===== config.mk =====
export PLATFORM = sky130hd
export DESIGN_NAME = ps2_rx_frame
export DESIGN_NICKNAME = d
export VERILOG_FILES = /design/src/rtl/ps2_rx_frame.sv
export SDC_FILE = /design/constraint.sdc
export NUM_CORES = 1
export LEC_CHECK = 0
export BUFFER_PORTS_ARGS = -buffer_cell sky130_fd_sc_hd__buf_2
export CORE_ASPECT_RATIO = 0.6
export CORE_MARGIN = 2
export CORE_UTILIZATION = 64
export DETAILED_ROUTE_END_ITERATION = 10
export PLACE_DENSITY = 0.8
export SYNTH_ARGS = -nofsm -noshare
export SYNTH_HDL_FRONTEND = slang
export SYNTH_SLANG_ARGS = --single-unit

===== constraint.sdc =====
create_clock -name clk -period 6.7 [get_ports clk]
set_clock_uncertainty 0.15 [all_clocks]
set_input_delay 1.005 -clock clk [delete_from_list [all_inputs] [get_ports clk]]
set_output_delay 1.005 -clock clk [all_outputs]
set_load 0.05 [all_outputs]

===== src/rtl/ps2_rx_frame.sv =====
// ps2_rx_frame
//   Receive-only PS/2 device-to-host deserializer. Both raw PS/2 lines are
//   synchronized into the clk domain. The PS/2 clock is glitch-filtered, and
//   each falling edge of the filtered clock samples one bit. 11-bit frames
//   (start, 8 data LSB-first, odd parity, stop) are assembled into bytes.
//   A good frame produces a one-cycle received_data_en strobe together with
//   the new byte. A bad frame produces a one-cycle frame_err strobe instead.
//   A frame is bad on a parity error, a stop error or an inter-bit timeout.
//
// Ports
//   clk              system clock
//   reset            synchronous, active-high reset
//   ps2_clk          raw PS/2 clock line (asynchronous)
//   ps2_dat          raw PS/2 data line (asynchronous)
//   received_data    last correctly received byte
//   received_data_en one-cycle pulse: received_data just updated
//   frame_err        one-cycle pulse: parity error, stop error or timeout
//   busy             high while a frame is in progress

module ps2_rx_frame #(
    parameter int FILTER_LEN     = 8,
    parameter int TIMEOUT_CYCLES = 50000
) (
    input  logic       clk,
    input  logic       reset,
    input  logic       ps2_clk,
    input  logic       ps2_dat,
    output logic [7:0] received_data,
    output logic       received_data_en,
    output logic       frame_err,
    output logic       busy
);

    localparam int TO_W = $clog2(TIMEOUT_CYCLES + 1);
    localparam logic [7:0]      FILT_LAST = 8'(FILTER_LEN - 1);
    localparam logic [TO_W-1:0] TO_LAST   = TO_W'(TIMEOUT_CYCLES);

    typedef enum logic [1:0] {
        IDLE,
        DATA,
        PARITY,
        STOP
    } state_t;

    // Odd parity: the data bits plus the parity bit must hold an odd
    // number of ones.
    function automatic logic odd_parity_ok(input logic [7:0] data,
                                           input logic       par);
        return (^data) ^ par;
    endfunction

    // ------------------------------------------------------------------
    // Stage p0/p1: two-flop synchronizers. They idle high, like the bus.
    // ------------------------------------------------------------------
    logic clk_p0, clk_p1;
    logic dat_p0, dat_p1;

    always_ff @(posedge clk) begin
        if (reset) begin
            clk_p0 <= 1'b1;
            clk_p1 <= 1'b1;
            dat_p0 <= 1'b1;
            dat_p1 <= 1'b1;
        end else begin
            clk_p0 <= ps2_clk;
            clk_p1 <= clk_p0;
            dat_p0 <= ps2_dat;
            dat_p1 <= dat_p0;
        end
    end

    // ------------------------------------------------------------------
    // Stage p2: glitch filter on the synchronized PS/2 clock
    // ------------------------------------------------------------------
    logic       filt_clk;
    logic [7:0] filt_cnt;

    // The filtered value changes only after FILTER_LEN consecutive
    // samples disagree with it. Any agreeing sample restarts the count.
    always_ff @(posedge clk) begin
        if (reset) begin
            filt_clk <= 1'b1;
            filt_cnt <= 8'd0;
        end else if (clk_p1 != filt_clk) begin
            if (filt_cnt == FILT_LAST) begin
                filt_clk <= clk_p1;
                filt_cnt <= 8'd0;
            end else begin
                filt_cnt <= filt_cnt + 8'd1;
            end
        end else begin
            filt_cnt <= 8'd0;
        end
    end

    // ------------------------------------------------------------------
    // Stage p3: falling-edge strobe of the filtered clock
    // ------------------------------------------------------------------
    logic filt_clk_d;
    logic strobe;

    always_ff @(posedge clk) begin
        if (reset) begin
            filt_clk_d <= 1'b1;
            strobe     <= 1'b0;
        end else begin
            filt_clk_d <= filt_clk;
            strobe     <= filt_clk_d & ~filt_clk;
        end
    end

    // ------------------------------------------------------------------
    // Stage p4: frame FSM, timeout and registered outputs
    // ------------------------------------------------------------------
    state_t          state;
    logic [2:0]      bit_cnt;
    logic [7:0]      shreg;
    logic            parity_ok;
    logic [TO_W-1:0] to_cnt;

    always_ff @(posedge clk) begin
        if (reset) begin
            state            <= IDLE;
            bit_cnt          <= 3'd0;
            shreg            <= 8'h00;
            parity_ok        <= 1'b0;
            to_cnt           <= '0;
            received_data    <= 8'h00;
            received_data_en <= 1'b0;
            frame_err        <= 1'b0;
            busy             <= 1'b0;
        end else begin
            received_data_en <= 1'b0;
            frame_err        <= 1'b0;

            // The counter measures the gap since the last bit strobe
            // inside a frame. It is held at zero while idle.
            if (state == IDLE || strobe) begin
                to_cnt <= '0;
            end else begin
                to_cnt <= to_cnt + 1'b1;
            end

            // A strobe takes priority over a timeout that expires in
            // the same cycle.
            if (strobe) begin
                case (state)
                    IDLE: begin
                        // A high "start" bit is line noise. It is
                        // ignored without raising an error.
                        if (!dat_p1) begin
                            state   <= DATA;
                            bit_cnt <= 3'd0;
                            busy    <= 1'b1;
                        end
                    end
                    DATA: begin
                        shreg   <= {dat_p1, shreg[7:1]};
                        bit_cnt <= bit_cnt + 3'd1;
                        if (bit_cnt == 3'd7) begin
                            state <= PARITY;
                        end
                    end
                    PARITY: begin
                        parity_ok <= odd_parity_ok(shreg, dat_p1);
                        state     <= STOP;
                    end
                    STOP: begin
                        if (dat_p1 && parity_ok) begin
                            received_data    <= shreg;
                            received_data_en <= 1'b1;
                        end else begin
                            frame_err <= 1'b1;
                        end
                        state <= IDLE;
                        busy  <= 1'b0;
                    end
                    default: begin
                        state <= IDLE;
                        busy  <= 1'b0;
                    end
                endcase
            end else if (state != IDLE && to_cnt == TO_LAST) begin
                frame_err <= 1'b1;
                state     <= IDLE;
                shreg     <= 8'h00;
                bit_cnt   <= 3'd0;
                to_cnt    <= '0;
                busy      <= 1'b0;
            end
        end
    end

endmodule


# Yosys cells after proc, flatten, opt, wreduce, memory -nomap -nowiden
# Index checks and enable logic that the tools add are counted.
# word_totals
register_bits	56
latchBits	0
ramBits	0
mem_bits_ro	0
input_bits	4
output_inout_bits	11
word_cells	78
memories	0
# classes
n_addsub	3
multipliers	0
div	0
n_lt_le_gt_ge	0
eq_ne	12
n_shift	0
n_mux	24
bitwise	6
n_reduce_logical	16
# op_table
op	n
$mux 16	3
$mux 8	3
$add 16x1->16 const B	1
$eq 16x16->1 const B	1
$reduce_and 3->1	4
$mux 3	3
$add 8x1->8 const B	1
$eq 8x3->1 const B	1
$mux 1	8
$mux 2	4
$pmux 2 s4	1
$reduce_xor 8->1	1
$ne 3x1->1 const B	2
$ne 3x3->1 const B	2
$pmux 3 s2	1
$reduce_and 2->1	3
$reduce_or 3->1	2
$eq 2x2->1 const B	2
$not 1->1	4
$reduce_bool 2->1	2
$add 3x1->3 const B	1
$eq 3x3->1 const B	1
$eq 2x1->1 const B	1
$logic_and 1x1->1	2
7 further kinds	7

# Longest topological paths before layout
# Gate-level depths: netlist (run 1).
# depth
word_depth	5
depth_mapped	8
depth_no_buf	7

# Least setup slack after synthesis (run 1)
# No wires, ideal clock.
# synth_timing
path_type	reg-to-reg
from	register to_cnt[13]
to	register shreg[0]
setup_ns	0.134
arrival_ns	1.919
required_time_ns	6.416
path_slack_ns	4.497
stages_incl_launch_ff	7
n_path_buf	1
period_less_slack_ns	2.203
cell_sequence	dfxtp_1 > or4_1 > or4_4 > or3_1 > buf_6 > nand3_1 > a21oi_1
# synth_between
elab_chain_len	4
# synth_rtl
element	line	text
start, declared	119	logic [TO_W-1:0] to_cnt;
start signal, assigned	141	to_cnt <= to_cnt + 1'b1;
$eq 16x16->1	183	end else if (state != IDLE && to_cnt == TO_LAST) begin
$logic_and 1x1->1	183	
$reduce_bool 2->1 (no source line)	--	
$reduce_and 2->1 (no source line)	--	
end signal, assigned	158	shreg <= {dat_p1, shreg[7:1]};
end, declared	117	logic [7:0] shreg;
# Every way passes these cells.
# A chain may end at the register's enable or synchronous reset.

# Worst setup path after layout (run 1)
# layout_timing
from	register to_cnt[7]
to	register shreg[2]
# Same word-level chain as after synthesis.

==> results.tsv, run 1 <==
metric	value	unit
grt.total_usage	0.211	
ioPinCount	15	
synth_edf_count	0	
synth_fa_ha_area_frac	0.0472	
hold_viol_final	0	
final_common_cell	dfxtp_1	
grt_pass1_wl	7.04	mm
holdWs	265	ps
ys_dominant_reg_cell	dfxtp_1	
synth-simple-area-share	0.262	
pre_cts_slack	4270	ps
r2r_cells	5	
cts_tree	done	
drt-total-wl	4.19	mm
drv_cap	0	
cpMaxStageDelayCell	or4_1	
hpwl	2.97	mm
critPathRequiredTime	6730	ps
wire_per_inst	12.7	um
syn_to_final_growth	7.35	%
die_h	51.3	um
clock_sinks	56	
cts_hold_buf	0	
max_clock_freq	412	MHz
postSynthRegisterBits	56	
gp_congestion	0.818	
p_leak	0.933	nW
synthXorXnorAreaFrac	0.101	
synth_area	2380	um2
final.setup.worst_slack	4280	ps
period_needed	2420	ps
synth.area.mux_share	0.0215	
post_route_cells_drive_above_1_share	0.113	
vias	1754	
ant_nets	0	
dieArea	4250	um2
io_buffers	14	
end_kind	flop	
synthesis.instances	269	
r2r_setup_slack	4280	ps
yosysWarnings	0	
drt_iter0_markers	99	
relSlewSlack	0.619	
utilization	0.708	
cp_max_fo	9	
row_count	17	
path_cells	or4_1, or4_4, or3_1, nand3_1, a21oi_1	
crit_path_start_kind	flop	
regToRegStartpoint	to_cnt[7]	
yosysUniqueCellTypes	38	
setup_violations	0	
ctsResizeCount	0	
tightest_slew	572	ps
antenna_found_initial	0	
first_pass_iters	4	
drc	0	
drv_slew	0	
async_flop_share	0	
ys_seq_area_frac	0.470	
syn-num-nets	282	
holdCritPathClass	flop to flop	
r2r_end	shreg[2]	
power.total	0.526	mW
core_area	3620	um2
avgViaCountPerCell	5.33	
critPathMaxStageDelay	560	ps
rsz0062_at_grt	no	
clock_latency	310	ps
fin_setup_tns	0	ps
numCtsBuffers	5	
ctsRootBufferMaster	clkbuf_8	
die_x	82.8	um
crit_end	shreg[2]	
insertedDiodeCount	0	
synth_top_family_by_area	simple AND/OR/NAND/NOR gates	
synth_compound_area_frac	0.0656	
outcome	finished clean	
cts_max_level	2	
grt_pass1_vias	1536	
ctsLongestPathBuffers	2	
synth.avg_cell_area	8.87	um2
start_util	0.660	
worstSetupPathType	flop to flop	
final_cell_mix	dfxtp_1 (56), nand2_1 (36), nor2_1 (32)	
clk_pin_slew	100	ps
peakVddDrop	0.000152	V
startpoint	to_cnt[7]	
arrival	2450	ps
fin_nets	294	
grt_max_degree	34	
p_per_area	205	nW/um2
overflow	0	
cts_setup_buffers	0	
period_share	0.362	
worst min path at each step:
stage	from	end	slack, ps	cells after the start
2_1_floorplan	clk_p0	clk_p1	240	1
3_3_place_gp	clk_p0	clk_p1	240	1
3_5_place_dp	clk_p0	clk_p1	250	1
4_1_cts	filt_clk_d	strobe	270	2
5_1_grt	clk_p0	clk_p1	280	1
6_report	filt_clk_d	strobe	270	2
cells by family (layout without fill, tap and decap cells):
kind of cell | after synthesis | in the layout
simple gates | 127 | 127
flops | 56 | 56
compound gates | 28 | 28
xor+xnor | 26 | 26
buf+inv | 18 | 31
fa+ha+maj | 9 | 9
mux | 5 | 5
stage by stage:
stage                     area, um2  cells
after global placement         2470    321
after global routing           2560    329
after detailed placement       2470    321
after floorplan                2380    269
final                          2560    329
after CTS                      2560    329
power by group:
group / leakage [nW] / total (mW) / switching (mW) / internal, mW
clock network: 0.0445 / 0.184 / 0.110 / 0.0744
logic: 0.437 / 0.00671 / 0.00421 / 0.00250
registers: 0.452 / 0.335 / 0.000834 / 0.334
sequential cells by signal, indices dropped and copies added, names as in the netlist, 2 cells and up:
register	cells
to_cnt	16
filt_cnt	8
received_data	8
shreg	8
bit_cnt	3
state	2
routing by layer:
metal,vias to the layer above,track usage,routed length [um]
met3,6,0.0533,98
met4,0,0.0765,63
li1,923,-,-
met2,13,0.308,1700
met1,812,0.304,2330
met5,-,0,0
Yosys cell counts (6+ instances only):
cell type / n / area share
dfxtp_1: 56 / 0.47
a21oi_1: 20 / 0.042
or2_2: 6 / 0.016
xor2_1: 13 / 0.048
nand2_1: 36 / 0.057
nand3_1: 18 / 0.038
ha_1: 9 / 0.047
nor2_1: 32 / 0.050
xnor2_1: 12 / 0.044
inv_1: 9 / 0.014
and3_1: 6 / 0.016
clkbuf_1: 6 / 0.0094
worst max-delay path: cells and delay by family, from the launching register on:
family	cells	cell delay (ps)
simple gates	4	1710
flops	1	370
compound gates	1	70
cell type report:
cell class | count | area [um2]
Multi-Input combinational cell | 195 | 1190
Sequential cell | 56 | 1120
Fill cell | 295 | 1060
Timing Repair Buffer | 14 | 70.1
Clock buffer | 5 | 68.8
Tap cell | 47 | 58.8
Inverter | 9 | 33.8
Clock inverter | 3 | 21.3
Power figures use the tool's default switching activity.
==> run 2, diff against run 1 <==
--- a/config.mk
+++ b/config.mk
@@ -8,9 +8,9 @@
 export BUFFER_PORTS_ARGS = -buffer_cell sky130_fd_sc_hd__buf_2
 export CORE_ASPECT_RATIO = 0.6
 export CORE_MARGIN = 2
-export CORE_UTILIZATION = 64
+export CORE_UTILIZATION = 53
 export DETAILED_ROUTE_END_ITERATION = 10
-export PLACE_DENSITY = 0.8
+export PLACE_DENSITY = 0.71
 export SYNTH_ARGS = -nofsm -noshare
 export SYNTH_HDL_FRONTEND = slang
 export SYNTH_SLANG_ARGS = --single-unit
==> constraint.sdc (replaced) <==
create_clock -name clk -period 2.2 [get_ports clk]
set_clock_uncertainty 0.15 [all_clocks]
set_input_delay 0.33 -clock clk [delete_from_list [all_inputs] [get_ports clk]]
set_output_delay 0.33 -clock clk [all_outputs]
set_load 0.05 [all_outputs]
==> run 2 against run 1 <==
Effect of this change: critical endpoint is now shreg[3]; wire length grew 5.6%; sequential power rose to 3.0 times the previous value; the run now ends with negative setup slack left; combinational power increased to 3.4 times the previous value; design area rose by 7.7%; clock power rose to 3.1 times the previous value; flip-flop and latch count unchanged.
==> results.tsv, run 2 (synthesis gave the netlist of run 1 again) <==
metric	value	unit	change
arrival	2270	ps	-180 ps
setup_violations	5		+5
die_h	56.0	um	+9.1%
crit_path_start_kind	flop		
tightest_slew	483	ps	-89.4 ps
holdWs	39.5	ps	-226 ps
p_per_area	582	nW/um2	+180%
clock_sinks	56		unchanged
end_kind	flop		
drt_iter0_markers	76		-23%
pre_cts_slack	-133	ps	-4410 ps
cts_tree	done		
grt_max_degree	32		-5.9%
numCtsBuffers	5		unchanged
placed_area	2600	um2	+5.4%
utilization	0.654		-0.0535
worstSetupPathType	flop to flop		
final_cell_area	2760	um2	+7.7%
gp_congestion	0.821		+0.37%
regMostFlops	to_cnt		
final.setup.worst_slack	-32.1	ps	-4310 ps
start_util	0.566		-0.0933
core_area	4210	um2	+16%
period_needed	2230	ps	-192 ps
first_pass_iters	4		unchanged
fin_nets	310		+5.4%
relSlewSlack	0.677		+0.0584
peakVddDrop	0.000420	V	+180%
drt-total-wl	4.43	mm	+5.6%
vias	1806		+3.0%
hpwl	3.16	mm	+6.4%
clk_pin_slew	100	ps	about the same
ioPinCount	15		unchanged
p_leak	1.02	nW	+9.5%
insertedDiodeCount	0		unchanged
drc	0		unchanged
grt.total_usage	0.190		-0.0214
cts_max_level	2		unchanged
grt_pass1_vias	1625		+5.8%
post_route_cells_drive_above_1_share	0.198		+0.0845
syn_to_final_growth	15.6	%	
dieArea	5070	um2	+19%
fillers	362		+23%
grt_pass1_wl	7.68	mm	+9.0%
largest_register_ffs	16		unchanged
max_clock_freq	448	MHz	+8.6%
outcome	finished, violations left		
critPathRequiredTime	2240	ps	-4490 ps
antenna_found_initial	0		unchanged
avgViaCountPerCell	5.04		-5.4%
clock_latency	310	ps	about the same
period_share	1.01		+0.653
die_x	90.6	um	+9.4%
cp_max_fo	5		-4
ctsRootBufferMaster	clkbuf_8		
layout.cells.non_filler	358		+8.8%
placed_cells	348		+8.4%
cts_hold_buf	0		unchanged
ant_nets	0		unchanged
io_buffers	14		unchanged
holdCritPathClass	primary input to flop		
drv_slew	0		unchanged
drv_cap	0		unchanged
final_common_cell	dfxtp_1		
overflow	0		unchanged
hold_viol_final	0		unchanged
violations	negative setup slack		
ctsLongestPathBuffers	2		unchanged
final_cell_mix	dfxtp_1 (54), nand2_1 (36), nor2_1 (32)		
rsz0062_at_grt	yes		
row_count	18		+1
wire_per_inst	12.4	um	-3.0%
==> run 2: cell count changes in the layout (fill, tap and decap cells not counted), sizes merged <==
cell	previous run	this run
or3	3	4
buf	14	29
==> run 2: metrics by stage <==
| stage | TNS, ps | power [mW] |
|---|---|---|
| floorplan | 0 | 1.06 |
| global placement | -417 | 1.06 |
| detailed placement | -972 | 1.06 |
| CTS | -6.78 | 1.63 |
| global route | -446 | 1.68 |
| finish | -99.6 | 1.61 |
==> run 2: area by class of cell <==
cell class / instances / area, um2 / area share
inverter: 9 / 33.8 / 0.0123
timing repair buffer: 29 / 195 / 0.0708
multi-input combinational: 196 / 1240 / 0.449
clock inverter: 3 / 21.3 / 0.00772
tap: 60 / 75.1 / 0.0272
sequential: 56 / 1120 / 0.408
clock buffer: 5 / 68.8 / 0.0250
==> run 2: what timing repair did <==
| item | in CTS | in global routing |
|---|---|---|
| pin swaps | 0 | 10 |
| cloned | 1 | 0 |
| endpoints found under the hold margin | 0 | 0 |
| resized for setup | 2 | 10 |
| endpoints found under the setup margin | 9 | 9 |
| buffers inserted | 0 | 1 |
==> run 2: metal layers <==
layer | global-route usage | up-vias | share of wire
met2 | 0.246 | 35 | 0.38
li1 | - | 959 | -
met4 | 0.0593 | 0 | 0.0034
met1 | 0.300 | 810 | 0.57
met5 | 0 | - | 0
met3 | 0.0488 | 2 | 0.045
==> run 2: path summary, 6_finish.rpt <==
path,from,depth (start not counted),to,slack [ps]
hold / removal,ps2_dat,2,dat_p0,40
hold reg to reg,clk_p0,1,clk_p1,270
setup / recovery,to_cnt[2],5,shreg[3],-30
setup reg to reg,to_cnt[2],5,shreg[3],-30
==> run 2: critical path, stage by stage (launching register included) <==
cell,delay [ps]
dfxtp_2,340
or4_4,510
or4_4,510
or3_4,460
nand3_2,70
a21oi_1,70
==> run 2: report_power, final <==
group          internal, mW  leakage, nW  switching [mW]
Clock                 0.227       0.0445           0.337
Combinational       0.00879        0.524          0.0138
Sequential             1.02        0.453         0.00243
Total                  1.25         1.02           0.353
